===== src/rtl/edge_event_counter.sv =====
// edge_event_counter
// Counts qualified single-cycle event pulses and raises a level threshold
// interrupt. The running count is handed to a consumer through a four-phase
// rd_req/rd_ack snapshot-and-clear handshake. An event that arrives on the
// same edge as a snapshot is not lost: it becomes the first count of the new
// window.
//
// Optional feature macro: EDGE_EVENT_COUNTER_OVF_EN
//   defined     : count saturates at all-ones and a sticky overflow flag
//                 records any event lost to saturation; the flag is
//                 reported through rd_ovf at snapshot time.
//   not defined : count wraps modulo 2^WIDTH and rd_ovf is always 0.
//
// Reset is synchronous and active-high.

module edge_event_counter #(
  parameter int WIDTH = 8
) (
  input  logic             clk,
  input  logic             rst,
  input  logic             evt,
  input  logic             en,
  input  logic [WIDTH-1:0] thresh,
  input  logic             rd_req,
  output logic             rd_ack,
  output logic [WIDTH-1:0] rd_data,
  output logic             rd_ovf,
  output logic             irq
);

  localparam logic [WIDTH-1:0] CNT_ZERO = {WIDTH{1'b0}};
  localparam logic [WIDTH-1:0] CNT_ONE  = {{(WIDTH-1){1'b0}}, 1'b1};
  localparam logic [WIDTH-1:0] CNT_MAX  = {WIDTH{1'b1}};

  typedef enum logic [0:0] {
    ST_IDLE = 1'b0,
    ST_ACK  = 1'b1
  } state_t;

  // Count after one qualified event. Saturates when the overflow feature is
  // built in, otherwise wraps naturally through the adder carry-out.
  function automatic logic [WIDTH-1:0] count_bump(input logic [WIDTH-1:0] c);
`ifdef EDGE_EVENT_COUNTER_OVF_EN
    if (c == CNT_MAX) begin
      return CNT_MAX;
    end else begin
      return c + CNT_ONE;
    end
`else
    return c + CNT_ONE;
`endif
  endfunction

  // Threshold compare; a zero threshold disables the interrupt entirely.
  function automatic logic thresh_hit(input logic [WIDTH-1:0] c,
                                      input logic [WIDTH-1:0] t);
    if (t == CNT_ZERO) begin
      return 1'b0;
    end else begin
      return (c >= t);
    end
  endfunction

  state_t           state_r;
  logic [WIDTH-1:0] count_r;
  logic             ovf_r;
  logic             rd_ack_r;
  logic [WIDTH-1:0] rd_data_r;
  logic             rd_ovf_r;
  logic             irq_r;

  logic             inc_s;
  logic             snap_s;
  logic             ovf_set_s;
  logic [WIDTH-1:0] count_next_s;
  logic             ovf_next_s;
  logic             irq_next_s;

  // Qualify events and decide whether this edge takes a snapshot.
  always_comb begin
    inc_s  = evt & en;
    snap_s = 1'b0;
    if (state_r == ST_IDLE) begin
      snap_s = rd_req;
    end else begin
      snap_s = 1'b0;
    end
  end

  // Next count and sticky overflow. A snapshot restarts the window, and the
  // same-edge event (if any) is the first count of that new window.
  always_comb begin
    count_next_s = count_r;
    ovf_next_s   = ovf_r;
    ovf_set_s    = 1'b0;
`ifdef EDGE_EVENT_COUNTER_OVF_EN
    ovf_set_s = inc_s & (count_r == CNT_MAX);
`else
    ovf_set_s = 1'b0;
`endif
    if (snap_s) begin
      count_next_s = inc_s ? CNT_ONE : CNT_ZERO;
      ovf_next_s   = 1'b0;
    end else if (inc_s) begin
      count_next_s = count_bump(count_r);
`ifdef EDGE_EVENT_COUNTER_OVF_EN
      ovf_next_s   = ovf_r | ovf_set_s;
`else
      ovf_next_s   = 1'b0;
`endif
    end else begin
      count_next_s = count_r;
      ovf_next_s   = ovf_r;
    end
  end

  // The interrupt is judged on the count that will be held after this edge.
  always_comb begin
    irq_next_s = thresh_hit(count_next_s, thresh);
  end

  // Handshake FSM, counter state and all registered outputs.
  always_ff @(posedge clk) begin
    if (rst) begin
      state_r   <= ST_IDLE;
      count_r   <= CNT_ZERO;
      ovf_r     <= 1'b0;
      rd_ack_r  <= 1'b0;
      rd_data_r <= CNT_ZERO;
      rd_ovf_r  <= 1'b0;
      irq_r     <= 1'b0;
    end else begin
      count_r <= count_next_s;
      ovf_r   <= ovf_next_s;
      irq_r   <= irq_next_s;
      case (state_r)
        ST_IDLE: begin
          if (rd_req) begin
            rd_data_r <= count_r;
            rd_ovf_r  <= ovf_r;
            rd_ack_r  <= 1'b1;
            state_r   <= ST_ACK;
          end else begin
            rd_ack_r  <= 1'b0;
            state_r   <= ST_IDLE;
          end
        end
        ST_ACK: begin
          if (rd_req) begin
            rd_ack_r <= 1'b1;
            state_r  <= ST_ACK;
          end else begin
            rd_ack_r <= 1'b0;
            state_r  <= ST_IDLE;
          end
        end
        default: begin
          rd_ack_r <= 1'b0;
          state_r  <= ST_IDLE;
        end
      endcase
    end
  end

  assign rd_ack  = rd_ack_r;
  assign rd_data = rd_data_r;
  assign rd_ovf  = rd_ovf_r;
  assign irq     = irq_r;

endmodule


===== config.mk =====
export PLATFORM = sky130hd
export DESIGN_NAME = edge_event_counter
export DESIGN_NICKNAME = d
export VERILOG_FILES = /design/src/rtl/edge_event_counter.sv
export SDC_FILE = /design/constraint.sdc
export NUM_CORES = 1
export LEC_CHECK = 0
export ABC_CLOCK_PERIOD_IN_PS = 2700
export BUFFER_PORTS_ARGS = -buffer_cell sky130_fd_sc_hd__buf_4
export CAP_MARGIN = 30
export CORE_MARGIN = 2
export CORE_UTILIZATION = 52
export CTS_CLUSTER_SIZE = 16
export DETAILED_ROUTE_END_ITERATION = 16
export PLACE_DENSITY = 0.79
export SLEW_MARGIN = 20
export SYNTH_ARGS = -nofsm -noshare
export SYNTH_HDL_FRONTEND = slang
export SYNTH_SLANG_ARGS = --single-unit

===== constraint.sdc =====
create_clock -name clk -period 2.7 [get_ports clk]
set_clock_uncertainty 0.05 [all_clocks]
set_input_delay 0.405 -clock clk [delete_from_list [all_inputs] [get_ports clk]]
set_output_delay 0.405 -clock clk [all_outputs]
set_load 0.005 [all_outputs]

==> summary.md <==
| Metric | Value |
|---|---|
| DIE AREA | 2160 sq um |
| Status | finished, final reports clean |
| Synth cell types | 23 |
| CTS Buf Count | 3 |
| Input/output buffers | 22 |
| Inserted Diodes | 0 |
| Final Max Slew Viols | 0 |
| Hold WS | a little over 0.3 ns |
| DRT Wirelength | between 1.5 and 2 mm |
| Fillers | 172 |
| Gr usage total | between 20% and 30% |
| Endpoints failing setup | 0 |
| Layout cells sized above 1 | 21.2% |
| First-pass GRT wire length | ~3.1 mm |
| Wire per inst | between 10 and 15 microns |
| Utilization after layout | between 60 and 70% |
| CTS H-tree depth | 1 |
| Crit share post-route | 71.4% |
| LEAKAGE | 0.525 nW |
| Hold_buf cts | 0 |
| Hold Path Depth | 2 |
| Initial core utilization | between 50 and 60% |
| RSZ-0062 raised after global routing | false |
| WP data arrival | 2.05 ns |
| Via Count | between 800 and 900 |
| Hold Crit Class | in2reg |
| Die X | around 46 microns |
| MaxCap Viol Count | 0 |
| Initial DRC count | 12 |
| DRC viols | 0 |
| Initial antenna violation count | 0 |
| Sink Count | 18 |
| Routed vias/inst | 5.01 |
| Crit path capture | irq$_SDFF_PP0_ |
| CP endpoint kind | flop |
| FF-to-FF setup slack | between 0.7 and 0.8 ns |
| Setup_tns | 0 ns |
| Most frequent cells in the layout | buf_4 (24), nand2_1 (20), dfxtp_1 (18) |
| Grt total ovfl | 0 |
| Commonest non-fill, non-tap cell in the layout | buf_4 |
| Final Hold Viols | 0 |
| FF+latch count, synth | 18 |
| Pin count of the biggest net entering global routing | 15 |
| Setup bufs post-CTS | 0 |
| Area Overhead vs Synth | 21.1% |
| Vias in the first global route | just over 800 |
| Router iterations before antenna repair | 4 |
| TritonCTS clock tree | yes |
| CP startpoint | count_r[0]$_SDFF_PP0_ |
| Mapped Cells | ~120 |
| Root buffer cell | clkbuf_4 |
| Max Clk Rate | 519 MHz |
| Clock Pin Slew Worst Setup and Hold Paths | roughly 0.09 ns |
| Mapped Area | ~940 sq um |
| R2R cell count | 9 |
| Storage cell area | 360 sq um |
| Post-CTS resize count | 0 |
| Post-Syn Nets | around 140 |
| Required time of the worst setup path | around 2.8 ns |
| Gpl congestion | around 0.80 |
| Multi-input gate area | 513 sq um |
| Max Root-Sink Buffers | 2 |
| IR drop worst, VDD | roughly 0.37 mV |
| Crit-path max FO | 4 |
| Die Span Y | 46.4 microns |
| FF-to-FF End | irq$_SDFF_PP0_ |
| Mean Syn Cell Area | between 8 and 9 sq um |
| Antenna Violating Nets Remaining | 0 |
| Crit start category | flop |
| # IOs | 24 |
| PwrDens | about 400 nW/um^2 |
| Final Critical Period | around 1.9 ns |
| Worst skew pair latency | ~0.28 ns |
| HPWL Detailed | between 1 and 1.5 mm |
| Yosys warnings | 0 |
| Core ar. | around 1700 sq um |
| Final nets | between 150 and 200 |
| Launch point of the worst reg-to-reg path | count_r[0]$_SDFF_PP0_ |
| CP Class | reg2reg |
| Seq/Total Area, Yosys | 38.5% |
| Rows | 15 |
logic make-up after synthesis:
family / synth area share [%]
multiplexers: 1.07
flip-flops: 38.5
XOR/XNOR: 6.55
AND/OR/NAND/NOR: 25.8
AO/OA/AOI/OAI: 8.96
other: 0.401
buffers and inverters: 6.68
adder cells (fa/ha/maj): 12.0
how the worst min path moves through the flow:
stage	from	to	slack [ns]
floorplan	count_r[7]$_SDFF_PP0_	rd_data[7]$_SDFFE_PP0P_	0.39
CTS	rd_req	rd_ack$_SDFF_PP0_	0.30
finish	rd_req	rd_ack$_SDFF_PP0_	0.30
global placement	rd_data[5]$_SDFFE_PP0P_	rd_data[5]$_SDFFE_PP0P_	0.40
global route	rd_req	rd_ack$_SDFF_PP0_	0.32
detailed placement	rd_data[5]$_SDFFE_PP0P_	rd_data[5]$_SDFFE_PP0P_	0.40
through the flow:
stage	power, mW	std cells	area [sq um]	setup WS, ns
finish	0.451	162	1130	0.773
global route	0.477	162	1130	0.550
CTS	0.457	162	1130	0.759
detailed placement	0.331	159	1110	0.660
global placement	0.328	159	1110	0.739
floorplan	0.308	116	936	0.852
critical path, stage by stage, from the launching register on:
cell	delay (ns)
dfxtp_1	0.39
ha_1	0.22
nand2_1	0.08
xor2_1	0.19
nor2_1	0.07
ha_1	0.29
a21oi_1	0.12
o21ai_0	0.10
a31oi_1	0.20
o21ai_0	0.11
cell type report:
type	instances	share of cell area, %
Multi-Input combinational cell	85	45.3
Sequential cell	18	31.8
Timing Repair Buffer	24	15.9
Tap cell	25	2.76
Inverter	7	2.32
Clock buffer	3	1.99
sequential cells by signal, indices dropped and copies added, names as in the netlist:
name,count
rd_ack,1
irq,1
rd_data,8
count_r,8
synthesized netlist by cell type:
cell	count	share of area [%]
dfxtp_1	18	39
nor3_1	2	1.1
a21oi_1	11	5.9
ha_1	9	12
buf_2	2	1.1
conb_1	1	0.40
o21ai_0	3	1.6
nand4_1	5	3.3
a31oi_1	1	0.67
nand2b_1	2	1.3
and3_4	1	1.2
buf_4	3	2.4
xor2_1	7	6.6
nor4_1	2	1.3
a21o_1	1	0.80
inv_1	7	2.8
mux2i_1	1	1.1
clkbuf_1	1	0.40
and2_4	1	0.94
nor2b_1	4	2.7
and3_1	1	0.67
nand2_1	20	8.0
nor2_1	13	5.2
layer usage:
layer	vias up	global-route usage [%]	routed length, microns
met5	-	0	0
met2	19	37.5	911
li1	424	-	-
met4	0	2.86	0
met1	369	22.4	813
met3	0	6.27	67
where the power goes:
| part | switching, mW | total (mW) | leakage (nW) | internal [mW] |
|---|---|---|---|---|
| Sequential | 0.00225 | 0.270 | 0.145 | 0.268 |
| Combinational | 0.0281 | 0.0541 | 0.366 | 0.0260 |
| Clock | 0.0751 | 0.127 | 0.0138 | 0.0518 |
No activity file was read; power rests on OpenSTA's default activity.
